==> src/rtl/addsub_dx_pkg.sv <==
// Shared types and constants for the duplex add/sub arbiter.
// Op-mode bundle and response tag encodings.
package addsub_dx_pkg;

  typedef struct packed {
    logic addsub;
    logic sat;
    logic avg;
    logic tc;
    logic ci;
    logic half;
  } op_mode_t;

  localparam logic [1:0] TAG_R0   = 2'b01;
  localparam logic [1:0] TAG_R1   = 2'b10;
  localparam logic [1:0] TAG_PAIR = 2'b11;

  function automatic logic same_mode(
    input op_mode_t x,
    input op_mode_t y
  );
    return {x.addsub, x.sat, x.avg, x.tc}
        == {y.addsub, y.sat, y.avg, y.tc};
  endfunction

endpackage

==> src/rtl/addsub_dx_rr2.sv <==
// Two-way round-robin grant with a pairing override.
// Pointer moves to the loser only on a real, non-paired issue.
module addsub_dx_rr2 (
  input  logic       clk,
  input  logic       rst_n,
  input  logic [1:0] valid_i,
  input  logic       pair_ok_i,
  input  logic       advance_i,
  output logic [1:0] grant_o,
  output logic       ptr_o
);

  logic ptr_q, ptr_d;
  logic pick0, pick1;

  assign pick1 = ~pair_ok_i &
    (ptr_q ? valid_i[1]
           : (~valid_i[0] & valid_i[1]));
  assign pick0 = ~pair_ok_i & ~pick1 & valid_i[0];

  always_comb begin
    grant_o = 2'b00;
    unique case (1'b1)
      pair_ok_i: grant_o = 2'b11;
      pick1:     grant_o = 2'b10;
      pick0:     grant_o = 2'b01;
      default: ;
    endcase
  end

  always_comb begin
    ptr_d = ptr_q;
    if (advance_i & ~pair_ok_i & |grant_o)
      ptr_d = grant_o[0];
  end

  always_ff @(posedge clk or negedge rst_n) begin
    if (!rst_n) ptr_q <= 1'b0;
    else        ptr_q <= ptr_d;
  end

  assign ptr_o = ptr_q;

endmodule

==> src/rtl/addsub_dx_arb.sv <==
// Two-requester issue/response sequencer for a duplex add/sub datapath.
// Pair counter exists only with ADDSUB_DX_ARB_PERF_EN defined.
module addsub_dx_arb
  import addsub_dx_pkg::*;
#(
  parameter int WIDTH     = 16,
  parameter int P1_WIDTH  = 8,
  parameter int CNT_WIDTH = 16
) (
  input  logic                 clk,
  input  logic                 rst_n,
  input  logic                 req0_valid,
  output logic                 req0_ready,
  input  logic [WIDTH-1:0]     req0_a,
  input  logic [WIDTH-1:0]     req0_b,
  input  logic                 req0_addsub,
  input  logic                 req0_sat,
  input  logic                 req0_avg,
  input  logic                 req0_tc,
  input  logic                 req0_ci,
  input  logic                 req0_half,
  input  logic                 req1_valid,
  output logic                 req1_ready,
  input  logic [WIDTH-1:0]     req1_a,
  input  logic [WIDTH-1:0]     req1_b,
  input  logic                 req1_addsub,
  input  logic                 req1_sat,
  input  logic                 req1_avg,
  input  logic                 req1_tc,
  input  logic                 req1_ci,
  input  logic                 req1_half,
  output logic [WIDTH-1:0]     dp_a,
  output logic [WIDTH-1:0]     dp_b,
  output logic                 dp_addsub,
  output logic                 dp_sat,
  output logic                 dp_avg,
  output logic                 dp_tc,
  output logic                 dp_dplx,
  output logic                 dp_ci1,
  output logic                 dp_ci2,
  input  logic [WIDTH-1:0]     dp_sum,
  input  logic                 dp_co1,
  input  logic                 dp_co2,
  output logic                 rsp_valid,
  input  logic                 rsp_ready,
  output logic [WIDTH-1:0]     rsp_sum,
  output logic                 rsp_co1,
  output logic                 rsp_co2,
  output logic [1:0]           rsp_tag,
  output logic                 rsp_dplx,
  output logic [CNT_WIDTH-1:0] pair_cnt
);

  localparam int P2_WIDTH = WIDTH - P1_WIDTH;

  op_mode_t m0, m1, ms;
  logic [1:0] grant;
  logic       pair_ok, rr_ptr_unused;
  logic       r_free, i_adv, can_issue, issue;

  logic             i_valid_q;
  logic [WIDTH-1:0] a_q, b_q, a_d, b_d;
  logic             addsub_q, sat_q, avg_q, tc_q;
  logic             dplx_q, ci1_q, ci2_q;
  logic             dplx_d, ci1_d, ci2_d;
  logic [1:0]       tag_q, tag_d;

  logic             rsp_valid_q;
  logic [WIDTH-1:0] rsp_sum_q;
  logic             rsp_co1_q, rsp_co2_q, rsp_dplx_q;
  logic [1:0]       rsp_tag_q;

  assign m0 = {req0_addsub, req0_sat, req0_avg,
               req0_tc, req0_ci, req0_half};
  assign m1 = {req1_addsub, req1_sat, req1_avg,
               req1_tc, req1_ci, req1_half};

  assign pair_ok = req0_valid & req1_valid &
                   m0.half & m1.half &
                   same_mode(m0, m1);

  assign r_free    = ~rsp_valid_q | rsp_ready;
  assign i_adv     = i_valid_q & r_free;
  assign can_issue = ~i_valid_q | r_free;
  assign issue     = can_issue & |grant;

  addsub_dx_rr2 u_rr (
    .clk       (clk),
    .rst_n     (rst_n),
    .valid_i   ({req1_valid, req0_valid}),
    .pair_ok_i (pair_ok),
    .advance_i (can_issue),
    .grant_o   (grant),
    .ptr_o     (rr_ptr_unused)
  );

  assign req0_ready = grant[0] & can_issue;
  assign req1_ready = grant[1] & can_issue;

  assign ms = grant[0] ? m0 : m1;

  // Half ops land in their own lane; the idle lane is zeroed.
  always_comb begin
    a_d    = '0;
    b_d    = '0;
    dplx_d = 1'b1;
    ci1_d  = 1'b0;
    ci2_d  = 1'b0;
    tag_d  = grant;
    unique case (1'b1)
      (grant == TAG_PAIR): begin
        a_d   = {req1_a[P2_WIDTH-1:0],
                 req0_a[P1_WIDTH-1:0]};
        b_d   = {req1_b[P2_WIDTH-1:0],
                 req0_b[P1_WIDTH-1:0]};
        ci1_d = m0.ci;
        ci2_d = m1.ci;
      end
      (grant == TAG_R0): begin
        if (ms.half) begin
          a_d = {{P2_WIDTH{1'b0}},
                 req0_a[P1_WIDTH-1:0]};
          b_d = {{P2_WIDTH{1'b0}},
                 req0_b[P1_WIDTH-1:0]};
        end else begin
          a_d    = req0_a;
          b_d    = req0_b;
          dplx_d = 1'b0;
        end
        ci1_d = ms.ci;
      end
      (grant == TAG_R1): begin
        if (ms.half) begin
          a_d   = {req1_a[P2_WIDTH-1:0],
                   {P1_WIDTH{1'b0}}};
          b_d   = {req1_b[P2_WIDTH-1:0],
                   {P1_WIDTH{1'b0}}};
          ci2_d = ms.ci;
        end else begin
          a_d    = req1_a;
          b_d    = req1_b;
          dplx_d = 1'b0;
          ci1_d  = ms.ci;
        end
      end
      default: ;
    endcase
  end

  always_ff @(posedge clk or negedge rst_n) begin
    if (!rst_n) begin
      i_valid_q <= 1'b0;
      a_q       <= '0;
      b_q       <= '0;
      addsub_q  <= 1'b0;
      sat_q     <= 1'b0;
      avg_q     <= 1'b0;
      tc_q      <= 1'b0;
      dplx_q    <= 1'b0;
      ci1_q     <= 1'b0;
      ci2_q     <= 1'b0;
      tag_q     <= 2'b00;
    end else begin
      if (can_issue) i_valid_q <= issue;
      if (issue) begin
        a_q      <= a_d;
        b_q      <= b_d;
        addsub_q <= ms.addsub;
        sat_q    <= ms.sat;
        avg_q    <= ms.avg;
        tc_q     <= ms.tc;
        dplx_q   <= dplx_d;
        ci1_q    <= ci1_d;
        ci2_q    <= ci2_d;
        tag_q    <= tag_d;
      end
    end
  end

  always_ff @(posedge clk or negedge rst_n) begin
    if (!rst_n) begin
      rsp_valid_q <= 1'b0;
      rsp_sum_q   <= '0;
      rsp_co1_q   <= 1'b0;
      rsp_co2_q   <= 1'b0;
      rsp_tag_q   <= 2'b00;
      rsp_dplx_q  <= 1'b0;
    end else begin
      if (r_free) rsp_valid_q <= i_valid_q;
      if (i_adv) begin
        rsp_sum_q  <= dp_sum;
        rsp_co1_q  <= dp_co1;
        rsp_co2_q  <= dp_co2;
        rsp_tag_q  <= tag_q;
        rsp_dplx_q <= dplx_q;
      end
    end
  end

`ifdef ADDSUB_DX_ARB_PERF_EN
  logic [CNT_WIDTH-1:0] cnt_q;

  always_ff @(posedge clk or negedge rst_n) begin
    if (!rst_n)
      cnt_q <= '0;
    else if (issue & (grant == TAG_PAIR) & ~&cnt_q)
      cnt_q <= cnt_q + CNT_WIDTH'(1);
  end

  assign pair_cnt = cnt_q;
`else
  assign pair_cnt = '0;
`endif

  assign dp_a      = a_q;
  assign dp_b      = b_q;
  assign dp_addsub = addsub_q;
  assign dp_sat    = sat_q;
  assign dp_avg    = avg_q;
  assign dp_tc     = tc_q;
  assign dp_dplx   = dplx_q;
  assign dp_ci1    = ci1_q;
  assign dp_ci2    = ci2_q;

  assign rsp_valid = rsp_valid_q;
  assign rsp_sum   = rsp_sum_q;
  assign rsp_co1   = rsp_co1_q;
  assign rsp_co2   = rsp_co2_q;
  assign rsp_tag   = rsp_tag_q;
  assign rsp_dplx  = rsp_dplx_q;

endmodule

==> config.mk <==
export PLATFORM = sky130hd
export DESIGN_NAME = addsub_dx_arb
export DESIGN_NICKNAME = d
export VERILOG_FILES = /design/src/rtl/addsub_dx_pkg.sv /design/src/rtl/addsub_dx_rr2.sv /design/src/rtl/addsub_dx_arb.sv
export SDC_FILE = /design/constraint.sdc
export NUM_CORES = 1
export LEC_CHECK = 0
export BUFFER_PORTS_ARGS = -buffer_cell sky130_fd_sc_hd__buf_2
export CORE_ASPECT_RATIO = 0.6
export CORE_UTILIZATION = 40
export DETAILED_ROUTE_END_ITERATION = 10
export PLACE_DENSITY = 0.77
export REMOVE_ABC_BUFFERS = 1
export SYNTH_ARGS = -nofsm -noshare
export SYNTH_HDL_FRONTEND = slang
export SYNTH_SLANG_ARGS = --single-unit
==> constraint.sdc <==
create_clock -name clk -period 2.5 [get_ports clk]
set_input_delay 0.5 -clock clk [delete_from_list [all_inputs] [get_ports clk]]
set_output_delay 0.5 -clock clk [all_outputs]
set_load 0.005 [all_outputs]
* Word-level counts from Yosys, hierarchy flattened *
Index checks and enable logic that the tools add are counted.

word-level totals
  flip-flop bits (word level) = 65
  output and inout port bits = 79
  word-level logic and storage cells = 60

cells by class
  eq/ne operators = 4
  mux-type cells = 15
  bitwise operators = 21
  reduce and logical (&&, ||, !) cells = 2

operators with widths
  operator                                             count
  one-hot mux 16 bit (3 select lines)                  2
  2-to-1 mux 16 bit                                    4
  AND 1 bit                                            14
  2-to-1 mux 6 bit                                     1
  one-hot mux 2 bit (3 select lines)                   1
  2-to-1 mux 1 bit                                     5
  inverter 1 bit                                       5
  equality test 2 bit, second input constant           2
  equality test 4 bit                                  1
  OR reduction 2 bit                                   2
  one-hot mux 1 bit (3 select lines)                   1
  equality test 2 x 1 -> 1 bit, second input constant  1
  OR 1 bit                                             2
  one-hot mux 1 bit (2 select lines)                   1

* Longest topological paths before layout *
  depth in word-level cells = 13
  gate-level depth with buffers = 11

* Modules after synthesis *
Synthesis repeated with hierarchy kept, for this count alone.

unflattened totals
  cells, all modules = 335
  area total of the unflattened synthesis = 3520.9 um^2

modules (own cells, without submodules)
  module         instances  cells each  area an instance (um^2)
  addsub_dx_arb  1          327         3445.8
  addsub_dx_rr2  1          8           75.1

* Least setup slack after synthesis *
Ideal clock, no wire load.

  path kind = in2reg
  start = input req0_addsub
  end = register a_q[0] (netlist: dp_a[0])
  arrival time = 2416 ps
  data required time = 2367 ps
  slack = -49 ps
  stages on the path = 11
  path through = xor2_1 -> nor3_1 -> a22oi_1 -> inv_1 -> ha_1 -> clkbuf_1 -> or2_2 -> buf_1 -> clkbuf_1 -> a32oi_1 -> o21ai_0

RTL lines
  what                                                                     line                                       source
  start: declaration                                                       addsub_dx_arb.sv:16                        input logic req0_addsub,
  equality test 4 bit (*)                                                  addsub_dx_pkg.sv:23                        == {y.addsub, y.sat, y.avg, y.tc};
  AND 1 bit (*)                                                            addsub_dx_arb.sv:79                        m0.half & m1.half &
  inverter 1 bit                                                           addsub_dx_rr2.sv:16, addsub_dx_rr2.sv:19
  AND 1 bit                                                                addsub_dx_rr2.sv:16                        assign pick1 = ~pair_ok_i &
  inverter 1 bit                                                           addsub_dx_rr2.sv:19                        assign pick0 = ~pair_ok_i & ~pick1 & valid_i[0];
  AND 1 bit (2 in series)                                                  addsub_dx_rr2.sv:19
  one-hot mux 2 bit (3 select lines) (*)                                   addsub_dx_rr2.sv:23                        unique case (1'b1)
  via grant[1]                                                             addsub_dx_arb.sv:57                        logic [1:0] grant;
  equality test 2 bit (tied with other cells)                              addsub_dx_arb.sv:132                       (grant == TAG_R1): begin
  one-hot mux 16 bit (3 select lines) / AND 1 bit (equally long branches)  addsub_dx_arb.sv:110, addsub_dx_arb.sv:85
  end signal: assignment                                                   addsub_dx_arb.sv:153                       a_q <= '0;
  end signal: assignment                                                   addsub_dx_arb.sv:166                       a_q <= a_d;
  end: declaration                                                         addsub_dx_arb.sv:62                        logic [WIDTH-1:0] a_q, b_q, a_d, b_d;

The timed path passes the listed nets; every way through them passes the cells marked *.
A chain may end at the register's enable or synchronous reset.

* Final worst setup path *
  start = input req1_addsub
  end = register b_q[5] (netlist: dp_b[5])

on the way
  cells in the longest elaborated chain, start to end = 11

ends and longest elaborated chain
  what                                    line                                      source
  start: declaration                      addsub_dx_arb.sv:26                       input logic req1_addsub,
  equality test 4 bit (*)                 addsub_dx_pkg.sv:23
  AND 1 bit (*)                           addsub_dx_arb.sv:79
  inverter 1 bit                          addsub_dx_rr2.sv:16, addsub_dx_rr2.sv:19
  AND 1 bit                               addsub_dx_rr2.sv:16
  inverter 1 bit                          addsub_dx_rr2.sv:19
  AND 1 bit (2 in series)                 addsub_dx_rr2.sv:19
  one-hot mux 2 bit (3 select lines) (*)  addsub_dx_rr2.sv:23
  2-to-1 mux 6 bit                        addsub_dx_arb.sv:100                      assign ms = grant[0] ? m0 : m1;
  2-to-1 mux 16 bit                       addsub_dx_arb.sv:133                      if (ms.half) begin
  one-hot mux 16 bit (3 select lines)     addsub_dx_arb.sv:110                      unique case (1'b1)
  end signal: assignment                  addsub_dx_arb.sv:154                      b_q <= '0;
  end signal: assignment                  addsub_dx_arb.sv:167                      b_q <= b_d;
  end: declaration                        addsub_dx_arb.sv:62

Every way passes the cells marked *; elsewhere a longest branch is shown, timed or not.

==> flow_summary.yaml <==
outcome:
  status: "finished, final reports clean"
yosys:
  postSynthAreaPerCell_um2: 11.0
  synthesized_netlist_cell_count: 296
  yosys.cell_types.count: 36
  ys_warn_count: 0
  synth-seq-cells: 65
  synth_top_cells_by_area: "dfrtp_1, mux2_2, o21ai_0, a32oi_1, nand2_1"
  ys_async_sr_fraction_pct: 100
  ys_seq_area_share_pct: 50.1
  netlist.area_leader.share_pct: 50.1
  synth_top_flop_cell: "dfrtp_1"
  synth.top_cells.by_count: "dfrtp_1, nand2_1, mux2_2, o21ai_0, clkbuf_1"
  synth.most_common_cell: "dfrtp_1"
  synth-edff-count: 0
  syn_area_um2: 3250
  netlist.top_cell.by_area: "dfrtp_1"
sta:
  max_clock_freq_mhz: 421
  fin_worst_hold_slack_ns: 0.0990
  clock_skew_ns: 0.00322
  final.setup.tns_ns: 0
  finalSetupViolCount: 0
  timing_max_transition_violations_final: 0
  post-route-min-period_ns: 2.37
  postLayoutSetupSlackWorst_ns: 0.126
  final-hold-violation-count: 0
  share_of_the_clock_period_used_by_the_worst_path_pct: 95.0
route:
  detail_route.iter0.violations: 159
  first_pass_iters: 4
  avgViaCountPerCell: 5.15
  dr_total_vias: 2984
  finalWirelength_mm: 9.10
  drc_errors: 0
  number_of_antenna_violating_nets_in_the_routed_design: 0
  route.detailed.wl_per_inst_um: 15.7
clock_tree:
  clock_tree.buffer_depth: 2
  worst_skew_pair.late_latency_ns: 0.32
  clock_sink_count: 65
  cts_max_level: 3
  cts_made_buffers: 9
  cts_tree: "built"
  cts_root_buf: "clkbuf_16"
  cts.clk_slew.worst_paths_ns: 0.05
  cts_hold_buf: 0
cells_and_area:
  fillers: 711
  insertedDiodeCount: 0
  syn2layout_area_growth_pct: 39.2
  fraction_of_final_layout_cells_with_drive_strength_greater_than_1_pct: 51.0
  nets_finish: 570
power_and_ir_drop:
  cellPowerDensity_nw_per_um2: 879
  peakVddDrop_mv: 0.446
  leakagePower_uw: 0.00229
setup_path:
  arrival_ns: 2.55
  crit_slowest_cell: "or2_2"
  cp.depth: 9
  cp.required_ns: 2.68
  worst_path_largest_cell_delay_ns: 0.49
  critical-path-top-delay-family: "simple AND/OR/NAND/NOR gates"
  worst-setup-path-type: "in -> reg"
  r2r_cells: 7
  count_of_buffer_and_inverter_cells_on_the_critical_path: 2
  timing.critical_path.fanout_max: 16
  critPathLaunchType: "primary input"
  timing.critical_path.to_type: "flop"
  crit_path_cell_trace: "buf_2, xor2_1, nor3_2, a22oi_1, buf_4, ha_1, or2_2, a32oi_1, o21ai_0"
place:
  pre_cts_slack_ns: -0.313
  place.gp.congestion: 0.794
  portbufs: 161
  post-dp-hpwl_mm: 6.87
global_routing:
  pin_count_of_the_biggest_net_entering_global_routing: 35
  initial_antenna_violation_count: 0
  globalRouteOverflowTotal: 0
  grt.total_usage_pct: 22.3
  global_route_wire_length_before_repair_mm: 14.6
  grt_pass1_vias: 2953
die:
  design.die.area_um2: 8490
  die_h_um: 71.8
  die_x_um: 118
  core_area_um2: 7880
  num_rows: 25
  start_util_pct: 41.2
  ioPinCount: 178
run:
  max_cap_violations: 0
worst_hold_path:
  worst_min_delay_path_class: "in -> async"
==> state kept, by name, indices dropped and copies added, names as in the netlist, 2 cells and up <==
register and flops:
tag_q 2, dp_b 16, rsp_tag 2, dp_a 16
rsp_sum 16
==> stage by stage <==
stage	util, %	power (uW)	instances	cell area (um^2)
after floorplan	-	2160	272	3090
after CTS	57.2	4020	579	4510
after global routing	57.3	4230	579	4520
after detailed placement	53.9	2890	564	4250
after global placement	53.9	2830	564	4250
final	57.3	3970	579	4520
==> cells in the final DEF, fill, tap and decap left out, types with 5 or more instances in the layout <==
cell type    n
a32oi_1     16
nor2_1       6
clkbuf_16    9
o21ai_0     35
dfrtp_1     65
conb_1      16
nand2_1     37
mux2i_1      5
a222oi_1    13
buf_2      161
buf_4       20
mux2_2      35
==> power by group <==
group,internal [uW],switching [uW],total [uW]
clock,684,413,1100
combinational,660,639,1300
sequential,1390,190,1580
==> per-layer routing <==
metal	vias to the layer above	routed length, um	share of wire (%)	track usage, %
li1	1406	-	-	-
met1	1418	3920	43	28.3
met2	156	4300	47	36.7
met3	4	836	9.2	7.48
met4	0	44	0.48	6.13
met5	-	0	0	0
==> kinds of logic after synthesis <==
logic type,Yosys count,synth area share (%)
other,1,0.115
and+or+nand+nor,59,8.13
AOI/OAI and AO/OA,81,18.0
xor gates and xnor gates,4,1.08
muxes,41,14.1
buffers and inverters,41,6.94
adders and majority gates,4,1.54
DFF,65,50.1
==> path summary, 6_finish.rpt <==
kind / from / to / slack [ns]
worst max-delay path: req1_addsub / dp_b[5] / 0.13
worst min-delay path: rst_n / dp_addsub / 0.1
worst min register to register: dp_a[0] / dp_a[0] / 0.47
worst max register to register: u_rr.ptr_o / dp_a[10] / 0.21
max in group asynchronous: rst_n / dp_b[1] / 1.80
min in group clk: dp_sum[11] / rsp_sum[11] / 0.42
==> what timing repair did <==
| action | CTS | global route |
|---|---|---|
| buffers inserted | 0 | 0 |
| resized for setup | 0 | 3 |
| endpoints found under the setup margin | 0 | 29 |
==> layout make-up <==
cell class | count | area (um^2) | share of cell area [%]
Clock inverter | 4 | 20.0 | 0.443
Timing Repair Buffer | 184 | 1020 | 22.5
Clock buffer | 11 | 243 | 5.37
Tap cell | 108 | 135 | 2.99
Inverter | 2 | 7.51 | 0.166
Multi-Input combinational cell | 205 | 1470 | 32.5
Sequential cell | 65 | 1630 | 36.0
(Power assumes the default switching activity.)
